### config.mk
export PLATFORM = sky130hd
export DESIGN_NAME = writeback_stage_flat
export DESIGN_NICKNAME = d
export VERILOG_FILES = /design/src/rtl/writeback_stage_pkg.sv /design/src/rtl/writeback_stage_if.sv /design/src/rtl/writeback_stage_load_fifo.sv /design/src/rtl/writeback_stage.sv /design/src/flat_wrapper.sv
export SDC_FILE = /design/constraint.sdc
export NUM_CORES = 1
export LEC_CHECK = 0
export CORE_AREA = 2 2 91 93
export DETAILED_ROUTE_END_ITERATION = 6
export DIE_AREA = 0 0 93 95
export PLACE_DENSITY = 0.79
export SETUP_SLACK_MARGIN = 0.05
export SYNTH_ARGS = -nofsm -noshare
export SYNTH_HDL_FRONTEND = slang
export SYNTH_SLANG_ARGS = --single-unit
### constraint.sdc
create_clock -name clock -period 2.2 [get_ports clock]
set_input_delay 0.44 -clock clock [delete_from_list [all_inputs] [get_ports clock]]
set_output_delay 0.44 -clock clock [all_outputs]
set_load 0.005 [all_outputs]
### src/rtl/writeback_stage_pkg.sv
// Shared types and sizes for the writeback stage: datapath width, register file shape
// and the {addr, data} entry carried through the load-return FIFO.
package writeback_stage_pkg;
  localparam int WORD_SIZE   = 18;
  localparam int REG_COUNT   = 8;
  localparam int REG_ADDR_W  = 4;
  localparam int SP_INDEX    = 7;
  localparam int LFIFO_DEPTH = 2;

  typedef struct packed {
    logic [REG_ADDR_W-1:0] addr;
    logic [WORD_SIZE-1:0]  data;
  } wb_entry_t;
endpackage

### src/rtl/writeback_stage_if.sv
// Bundle of the writeback stage's ALU, load-return, issue and regfile-port signals.
interface writeback_stage_if;
  import writeback_stage_pkg::*;

  // Handshake: a transfer happens on a rising edge where valid and ready are both 1;
  // ready never depends on valid within the same cycle.
  logic                  alu_valid;
  logic                  alu_ready;
  logic [REG_ADDR_W-1:0] alu_addr;
  logic [WORD_SIZE-1:0]  alu_data;
  logic                  mem_valid;
  logic                  mem_ready;
  logic [REG_ADDR_W-1:0] mem_addr;
  logic [WORD_SIZE-1:0]  mem_data;
  logic                  issue_ld_valid;
  logic [REG_ADDR_W-1:0] issue_ld_addr;
  logic [REG_COUNT-1:0]  pending_mask;
  logic                  rf_write_enable;
  logic [REG_ADDR_W-1:0] rf_write_addr;
  logic [WORD_SIZE-1:0]  rf_write_data;

  modport master (
    output alu_valid, alu_addr, alu_data, mem_valid, mem_addr, mem_data,
           issue_ld_valid, issue_ld_addr,
    input  alu_ready, mem_ready, pending_mask, rf_write_enable, rf_write_addr, rf_write_data
  );

  modport slave (
    input  alu_valid, alu_addr, alu_data, mem_valid, mem_addr, mem_data,
           issue_ld_valid, issue_ld_addr,
    output alu_ready, mem_ready, pending_mask, rf_write_enable, rf_write_addr, rf_write_data
  );
endinterface

### src/rtl/writeback_stage_load_fifo.sv
// Circular load-return FIFO; caller guarantees no push when full and no pop when empty.
module wb_load_fifo
  import writeback_stage_pkg::*;
#(
  parameter int DEPTH = 2
) (
  input  logic                       i_clk,
  input  logic                       i_rst,
  input  logic                       i_push,
  input  wb_entry_t                  i_push_entry,
  input  logic                       i_pop,
  output wb_entry_t                  o_head,
  output logic                       o_full,
  output logic                       o_empty,
  output logic [$clog2(DEPTH+1)-1:0] o_count
);
  localparam int PW = (DEPTH > 1) ? $clog2(DEPTH) : 1;
  localparam int CW = $clog2(DEPTH + 1);

  wb_entry_t         r_mem [DEPTH];
  logic [PW-1:0]     r_wr_ptr;
  logic [PW-1:0]     r_rd_ptr;
  logic [CW-1:0]     r_count;

  // Depth is a power of two, so the pointers wrap by plain overflow.
  always_ff @(posedge i_clk or posedge i_rst) begin
    if (i_rst) begin
      r_wr_ptr <= '0;
      r_rd_ptr <= '0;
      r_count  <= '0;
    end else begin
      if (i_push) r_wr_ptr <= r_wr_ptr + PW'(1);
      if (i_pop)  r_rd_ptr <= r_rd_ptr + PW'(1);
      case ({i_push, i_pop})
        2'b10:   r_count <= r_count + CW'(1);
        2'b01:   r_count <= r_count - CW'(1);
        default: r_count <= r_count;
      endcase
    end
  end

  always_ff @(posedge i_clk) begin
    if (i_push) r_mem[r_wr_ptr] <= i_push_entry;
  end

  assign o_head  = r_mem[r_rd_ptr];
  assign o_full  = (r_count == CW'(DEPTH));
  assign o_empty = (r_count == '0);
  assign o_count = r_count;
endmodule

### src/rtl/writeback_stage.sv
// Writeback stage: arbitrates ALU results against buffered load returns onto the single
// regfile write port and tracks which registers still await a load.
module writeback_stage
  import writeback_stage_pkg::*;
(
  input  logic              clock,
  input  logic              reset,
  writeback_stage_if.slave  wb
);
  localparam int CW = $clog2(LFIFO_DEPTH + 1);

  wb_entry_t             w_head;
  wb_entry_t             w_push_entry;
  wb_entry_t             w_sel;
  logic                  w_full;
  logic                  w_empty;
  logic [CW-1:0]         w_count;
  logic                  w_fifo_priority;
  logic                  w_alu_fire;
  logic                  w_push;
  logic                  w_pop;
  logic                  w_write;
  logic                  w_in_range;
  logic [REG_COUNT-1:0]  w_set;
  logic [REG_COUNT-1:0]  w_clr;

  logic                  r_rf_we;
  logic [REG_ADDR_W-1:0] r_rf_addr;
  logic [WORD_SIZE-1:0]  r_rf_data;
  logic [REG_COUNT-1:0]  r_pending;

  // A full FIFO takes the port so a steady ALU stream cannot starve load returns.
  assign w_fifo_priority = w_full & ~w_empty;
  assign w_alu_fire      = wb.alu_valid & ~w_fifo_priority;
  assign w_pop           = w_fifo_priority | (~wb.alu_valid & ~w_empty);
  assign w_push          = wb.mem_valid & ~w_full;
  assign w_push_entry    = '{addr: wb.mem_addr, data: wb.mem_data};
  assign w_write         = w_alu_fire | w_pop;
  assign w_sel           = w_alu_fire ? wb_entry_t'{addr: wb.alu_addr, data: wb.alu_data} : w_head;
  assign w_in_range      = (w_sel.addr < REG_ADDR_W'(REG_COUNT));

  wb_load_fifo #(.DEPTH(LFIFO_DEPTH)) u_load_fifo (
    .i_clk        (clock),
    .i_rst        (reset),
    .i_push       (w_push),
    .i_push_entry (w_push_entry),
    .i_pop        (w_pop),
    .o_head       (w_head),
    .o_full       (w_full),
    .o_empty      (w_empty),
    .o_count      (w_count)
  );

  // Out-of-range addresses match no bit, so they neither set nor clear pending state.
  always_comb begin
    w_set = '0;
    w_clr = '0;
    for (int i = 0; i < REG_COUNT; i++) begin
      if (wb.issue_ld_valid && (wb.issue_ld_addr == REG_ADDR_W'(i))) w_set[i] = 1'b1;
      if (w_pop && (w_head.addr == REG_ADDR_W'(i)))                   w_clr[i] = 1'b1;
    end
  end

  always_ff @(posedge clock or posedge reset) begin
    if (reset) begin
      r_rf_we   <= 1'b0;
      r_rf_addr <= '0;
      r_rf_data <= '0;
      r_pending <= '0;
    end else begin
      r_rf_we <= w_write & w_in_range;
      if (w_write && w_in_range) begin
        r_rf_addr <= w_sel.addr;
        r_rf_data <= w_sel.data;
      end
      r_pending <= (r_pending & ~w_clr) | w_set;
    end
  end

  assign wb.alu_ready       = ~w_fifo_priority;
  assign wb.mem_ready       = ~w_full;
  assign wb.pending_mask    = r_pending;
  assign wb.rf_write_enable = r_rf_we;
  assign wb.rf_write_addr   = r_rf_addr;
  assign wb.rf_write_data   = r_rf_data;

  // Re-issuing to a still-pending register is only legal on the cycle its load retires.
  a_no_double_issue: assert property (@(posedge clock) disable iff (reset)
    (r_pending & w_set & ~w_clr) == '0);
  a_count_bound: assert property (@(posedge clock) disable iff (reset)
    w_count <= CW'(LFIFO_DEPTH));
endmodule

### src/flat_wrapper.sv
// flat-port wrapper written by rule: the top's interface ports become plain ports
module writeback_stage_flat import writeback_stage_pkg::*;
  (clock, reset, wb_alu_valid, wb_alu_addr, wb_alu_data, wb_mem_valid, wb_mem_addr, wb_mem_data, wb_issue_ld_valid, wb_issue_ld_addr, wb_alu_ready, wb_mem_ready, wb_pending_mask, wb_rf_write_enable, wb_rf_write_addr, wb_rf_write_data);
  writeback_stage_if wb_i ();
  input  logic clock;
  input  logic reset;
  input wire logic [$bits(wb_i.alu_valid)-1:0] wb_alu_valid;
  input wire logic [$bits(wb_i.alu_addr)-1:0] wb_alu_addr;
  input wire logic [$bits(wb_i.alu_data)-1:0] wb_alu_data;
  input wire logic [$bits(wb_i.mem_valid)-1:0] wb_mem_valid;
  input wire logic [$bits(wb_i.mem_addr)-1:0] wb_mem_addr;
  input wire logic [$bits(wb_i.mem_data)-1:0] wb_mem_data;
  input wire logic [$bits(wb_i.issue_ld_valid)-1:0] wb_issue_ld_valid;
  input wire logic [$bits(wb_i.issue_ld_addr)-1:0] wb_issue_ld_addr;
  output wire logic [$bits(wb_i.alu_ready)-1:0] wb_alu_ready;
  output wire logic [$bits(wb_i.mem_ready)-1:0] wb_mem_ready;
  output wire logic [$bits(wb_i.pending_mask)-1:0] wb_pending_mask;
  output wire logic [$bits(wb_i.rf_write_enable)-1:0] wb_rf_write_enable;
  output wire logic [$bits(wb_i.rf_write_addr)-1:0] wb_rf_write_addr;
  output wire logic [$bits(wb_i.rf_write_data)-1:0] wb_rf_write_data;
  assign wb_i.alu_valid = wb_alu_valid;
  assign wb_i.alu_addr = wb_alu_addr;
  assign wb_i.alu_data = wb_alu_data;
  assign wb_i.mem_valid = wb_mem_valid;
  assign wb_i.mem_addr = wb_mem_addr;
  assign wb_i.mem_data = wb_mem_data;
  assign wb_i.issue_ld_valid = wb_issue_ld_valid;
  assign wb_i.issue_ld_addr = wb_issue_ld_addr;
  assign wb_alu_ready = wb_i.alu_ready;
  assign wb_mem_ready = wb_i.mem_ready;
  assign wb_pending_mask = wb_i.pending_mask;
  assign wb_rf_write_enable = wb_i.rf_write_enable;
  assign wb_rf_write_addr = wb_i.rf_write_addr;
  assign wb_rf_write_data = wb_i.rf_write_data;
  writeback_stage u_core (.clock(clock), .reset(reset), .wb(wb_i));
endmodule
# Word-level counts from Yosys, hierarchy flattened
# Memories as Yosys holds them, arrays and structs flattened.
# Index checks and enable logic that the tools add are counted.
[totals]
ram_bits = 44
input_bits = 53
output_inout_bits = 33
n_memories = 1
reg_bits = 35
elab_cells = 85
[classes]
magnitude_cmp = 1
n_eq_ne = 17
n_bitwise = 14
muxes = 20
n_reduce_logical = 21
addsub = 4
[mem_list]
columns = ["memory", "words", "width", "read_ports", "rd_clocked_by_memory_dff", "write_ports", "line_no", "rtl"]
rows = [
  ["u_core.u_load_fifo.r_mem", 2, 22, 1, 0, 1, "writeback_stage_load_fifo.sv:20", "wb_entry_t r_mem [DEPTH];"],
]
[ops]
columns = ["operator", "n"]
rows = [
  ["$eq 4x3->1 const B", 8],
  ["$mux 22", 1],
  ["$mux 1", 18],
  ["$logic_and 1x1->1", 17],
  ["$eq 4x2->1 const B", 4],
  ["$and 8x8->8", 1],
  ["$eq 4x1->1 const B", 2],
  ["$logic_not 4->1", 2],
  ["$not 8->8", 1],
  ["$or 8x8->8", 1],
  ["$and 1x1->1", 5],
  ["$eq 2x2->1 const B", 2],
  ["$lt 4x4->1 const B", 1],
  ["$not 1->1", 4],
  ["$pmux 2 s2", 1],
  ["$add 1x1->1 const B", 2],
  ["$add 2x1->2 const B", 1],
  ["$eq 2x1->1 const B", 1],
  ["$logic_not 2->1", 1],
  ["$or 1x1->1", 2],
  ["$reduce_bool 2->1", 1],
  ["$sub 2x1->2 const B", 1],
]

# Logic depth before layout (Yosys ltp)
[depth]
depth_word = 9
ltp_mapped = 7
depth_no_buf = 7

# Cells and area by module
# From an unflattened synthesis, not the netlist that was laid out.
[hier_totals]
cells_unflattened = 205
area_unflattened_um2 = 3337.0
[by_module_without_submodules]
columns = ["mod", "cells_each", "n_inst", "seq_area_each_um2", "area_each_um2"]
rows = [
  ["wb_load_fifo", 85, 1, 1421.4, 1780.5],
  ["writeback_stage", 120, 1, 775.7, 1556.5],
]

# Worst setup path after synthesis
# No wires, ideal clock.
[synth_timing]
path_type = "reg2reg"
startpoint = "reg u_core.u_load_fifo.r_count[1], in the netlist u_core.u_load_fifo.o_count[1]"
endpoint = "mem u_core.u_load_fifo.r_mem[0][0] (netlist bit) (enable)"
setup_time_ns = 0.401
path_stages_with_launch = 5
required_time_ns = 1.799
period_less_slack_ns = 2.125
slack_ns = 0.075
arrival_ns = 1.725
path_cell_list = "dfrtp_1 -> nor2b_1 -> inv_1 -> nand2_1 -> nor2_1"
[synth_between]
elab_chain_len = 5
[synth_lines]
columns = ["item", "line_no", "rtl"]
rows = [
  ["from (decl)", "writeback_stage_load_fifo.sv:23", "logic [CW-1:0] r_count;"],
  ["from (signal assigned)", "writeback_stage_load_fifo.sv:35", "2'b10: r_count <= r_count + CW'(1);"],
  ["from (signal assigned)", "writeback_stage_load_fifo.sv:36", "2'b01: r_count <= r_count - CW'(1);"],
  ["from (signal assigned)", "writeback_stage_load_fifo.sv:37", "default: r_count <= r_count;"],
  ["$eq 2x2->1", "writeback_stage_load_fifo.sv:47", "assign o_full = (r_count == CW'(DEPTH));"],
  ["$not 1->1", "writeback_stage.sv:36", "assign w_push = wb.mem_valid & ~w_full;"],
  ["$and 1x1->1", "writeback_stage.sv:36", ""],
  ["$mux 1", "writeback_stage_load_fifo.sv:43", "if (i_push) r_mem[r_wr_ptr] <= i_push_entry;"],
  ["$mux 1 (not written as such)", "writeback_stage_load_fifo.sv:43", ""],
  ["to (decl)", "writeback_stage_load_fifo.sv:20", ""],
]
# No other way between the ends.

# Worst setup path after layout
[layout_timing]
startpoint = "reg u_core.u_load_fifo.r_count[1], in the netlist u_core.u_load_fifo.o_count[1]"
endpoint = "out wb_alu_ready"
[layout_between]
elab_chain_len = 4
word_cells_on_any_way = 5
[layout_lines]
columns = ["item", "line_no", "rtl"]
rows = [
  ["$logic_not 2->1", "writeback_stage_load_fifo.sv:48", "assign o_empty = (r_count == '0);"],
  ["$not 1->1", "writeback_stage.sv:33", "assign w_fifo_priority = w_full & ~w_empty;"],
  ["$and 1x1->1 (*)", "writeback_stage.sv:33", ""],
  ["$not 1->1 (*)", "writeback_stage.sv:80", "assign wb.alu_ready = ~w_fifo_priority;"],
  ["to (decl)", "flat_wrapper.sv:15", "output wire logic [$bits(wb_i.alu_ready)-1:0] wb_alu_ready;"],
]
# Every way passes the cells marked *; elsewhere a longest branch is shown, timed or not.

==> results.toml <==
[run_status]
status = "finished clean"

[worst_setup_path]
critical_path_arrival_ns = 1.52
cp-start-kind = "flip-flop"
reg2reg_depth = 5
cp-end-kind = "primary output"
worstSetupPathType = "reg -> out"
worstPathMaxFanout = 4
timing.reg2reg.setup_slack_ns = 0.42
crit_required_ns = 1.76

[synthesis]
synth_edf_count = 44
synth_cell_types = 34
synthFlopType = "edfxtp_1"
syn_nets = 292
synthCells = 238
ys_seq_area_frac = 0.653
syn-cell-area_sq_um = 3370
yosysWarnings = 0
async_reset_ff_frac = 0.443
synth_seq_cells = 79
avgSynthCellArea_sq_um = 14.1

[cts]
ctsResizeCount = 0
clock_sinks = 79
postCtsHoldBufs = 0
postCtsSetupBuffers = 0
clk_path_buf_depth = 2
h-tree-depth = 3
insertion_delay_ns = 0.33
root_buffer = "clkbuf_8"
cts_tree = "built"
path_clk_slew_ns = 0.08
cts_buffers = 9

[grt]
grt_pass1_vias = 2379
antenna_found_initial = 0
grt_start_max_net_pins = 36
grt_pass1_wl_mm = 11.2
overflow = 0
grt_usage = 0.167

[sta]
rsz0062_at_grt = "false"
tns_ns = 0
fin_crit_ns = 1.96
fmax_mhz = 509
fin_crit_sh = 0.893
setup_viol = 0
slew_violations = 0
slew_headroom = 0.682
hold_viol = 0
tightest_slew_ns = 0.476
skew_ns = 0.00675

[pwr]
p_leak_nw = 1.84
power_mw = 5.75
ir_drop_mv = 0.554
powerDensity_nw_per_um2 = 1260

[drt]
dr.pass1.iters = 4
wirelength_mm = 6.96
vias = 2231
vias_per_cell = 5.05
ant_nets = 0
drcViolationCount = 0
routedWlPerCell_microns = 15.8
drt-initial-drc-count = 85

[worst_hold_path]
holdPathStages = 1
hold_path.class = "reg -> reg"

[floorplanning]
core_area_sq_um = 7930
die_x_microns = 93
rows = 33
initial_core_util = 0.425
ios = 86
die_y_microns = 95
dieArea_sq_um = 8840

[placement]
place_hpwl_mm = 4.79
numPortBuffers = 85
place_congestion = 0.736
dpl_cell_area_sq_um = 4380

[layout]
antennaDiodeCount = 0
nets = 386
layout_commonest_cell = "clkdlybuf4s50_1"
fin_util = 0.577
drive_gt1_frac = 0.151
design_area_sq_um = 4570
final_cell_mix = "85 x clkdlybuf4s50_1, 44 x edfxtp_1, 35 x dfrtp_1, 32 x inv_1"
syn_to_final_growth_pct = 35.9

[job]
cap_viol_max_count = 0
==> Yosys cell counts, types with 2 or more instances <==
cell type / count / area [sq um]
xnor2_1: 3 / 26.3
nand3b_1: 3 / 22.5
nor2_1: 5 / 18.8
dfrtp_1: 35 / 876
a32oi_1: 6 / 52.6
edfxtp_1: 44 / 1320
or3b_2: 3 / 26.3
xor2_1: 2 / 17.5
mux2i_1: 21 / 210
nand3_1: 5 / 25.0
o21ai_0: 6 / 30.0
a221oi_1: 3 / 26.3
clkbuf_1: 4 / 15.0
nor2b_1: 3 / 18.8
buf_6: 2 / 22.5
inv_1: 32 / 120
o211ai_1: 2 / 15.0
a221oi_2: 17 / 255
and2_1: 2 / 12.5
nor3_1: 22 / 110
buf_2: 5 / 25.0
==> report_power, final <==
group          internal (mW)  leakage [nW]  switching [mW]  total (mW)
sequential              2.08         0.787           0.246        2.32
combinational           1.25         0.952            1.12        2.37
clock                  0.549        0.0981           0.507        1.06
==> worst paths after layout <==
| path | startpoint | to |
|---|---|---|
| max | u_core.u_load_fifo.o_count[1] | wb_alu_ready |
| min | u_core.wb.rf_write_addr[3] | u_core.wb.rf_write_addr[3] |
| max reg2reg | u_core.u_load_fifo.r_rd_ptr | u_core.wb.pending_mask[1] |
| min reg2reg | u_core.wb.rf_write_addr[3] | u_core.wb.rf_write_addr[3] |
| max in group asynchronous | reset | u_core.wb.rf_write_data[10] |
| min in group asynchronous | reset | u_core.wb.rf_write_data[15] |
==> routing by layer <==
metal	wire length (microns)	GRT usage
met4	50	0.0650
met5	0	0
met2	3580	0.289
met1	3010	0.206
met3	326	0.0343
==> sequential cells by signal, summed over array words and instances (netlist names) <==
name / count
u_core.wb.rf_write_enable: 1
u_core.u_load_fifo.r_rd_ptr: 1
u_core.wb.rf_write_addr: 4
u_core.u_load_fifo.r_mem: 44
u_core.u_load_fifo.o_count: 2
u_core.wb.rf_write_data: 18
u_core.u_load_fifo.r_wr_ptr: 1
u_core.wb.pending_mask: 8
==> kinds of logic after synthesis <==
| group | Yosys count | share of synthesized area |
|---|---|---|
| AOI/OAI and AO/OA | 36 | 0.122 |
| xor gates and xnor gates | 5 | 0.0130 |
| adders and majority gates | 1 | 0.00372 |
| buffers and inverters | 44 | 0.0565 |
| DFF | 79 | 0.653 |
| muxes | 22 | 0.0669 |
| and+or+nand+nor | 51 | 0.0855 |
==> critical path, stage by stage (launching register included) <==
cell and delay [ns]:
dfrtp_1 0.41, nor2b_2 0.17, inv_1 0.10, clkdlybuf4s50_1 0.51
==> stage by stage <==
| stage | std cells | hold slack, ns | setup slack, ns |
|---|---|---|---|
| after global placement | 426 | 0.471 | 0.141 |
| after floorplan | 238 | 0.456 | 0.0745 |
| after global routing | 442 | 0.528 | 0.152 |
| after detailed placement | 426 | 0.477 | 0.0785 |
| final | 442 | 0.494 | 0.235 |
| after CTS | 442 | 0.495 | 0.207 |
==> layout make-up <==
type	instances	area, sq um
inverters	32	120
flip-flops and latches	79	2200
repair buffers	95	938
clock inverters	6	60.1
clock buffers	10	138
well taps	105	131
fillers	664	3350
multi-input cells	115	988
Note: power is estimated with default switching activity, not from simulation.
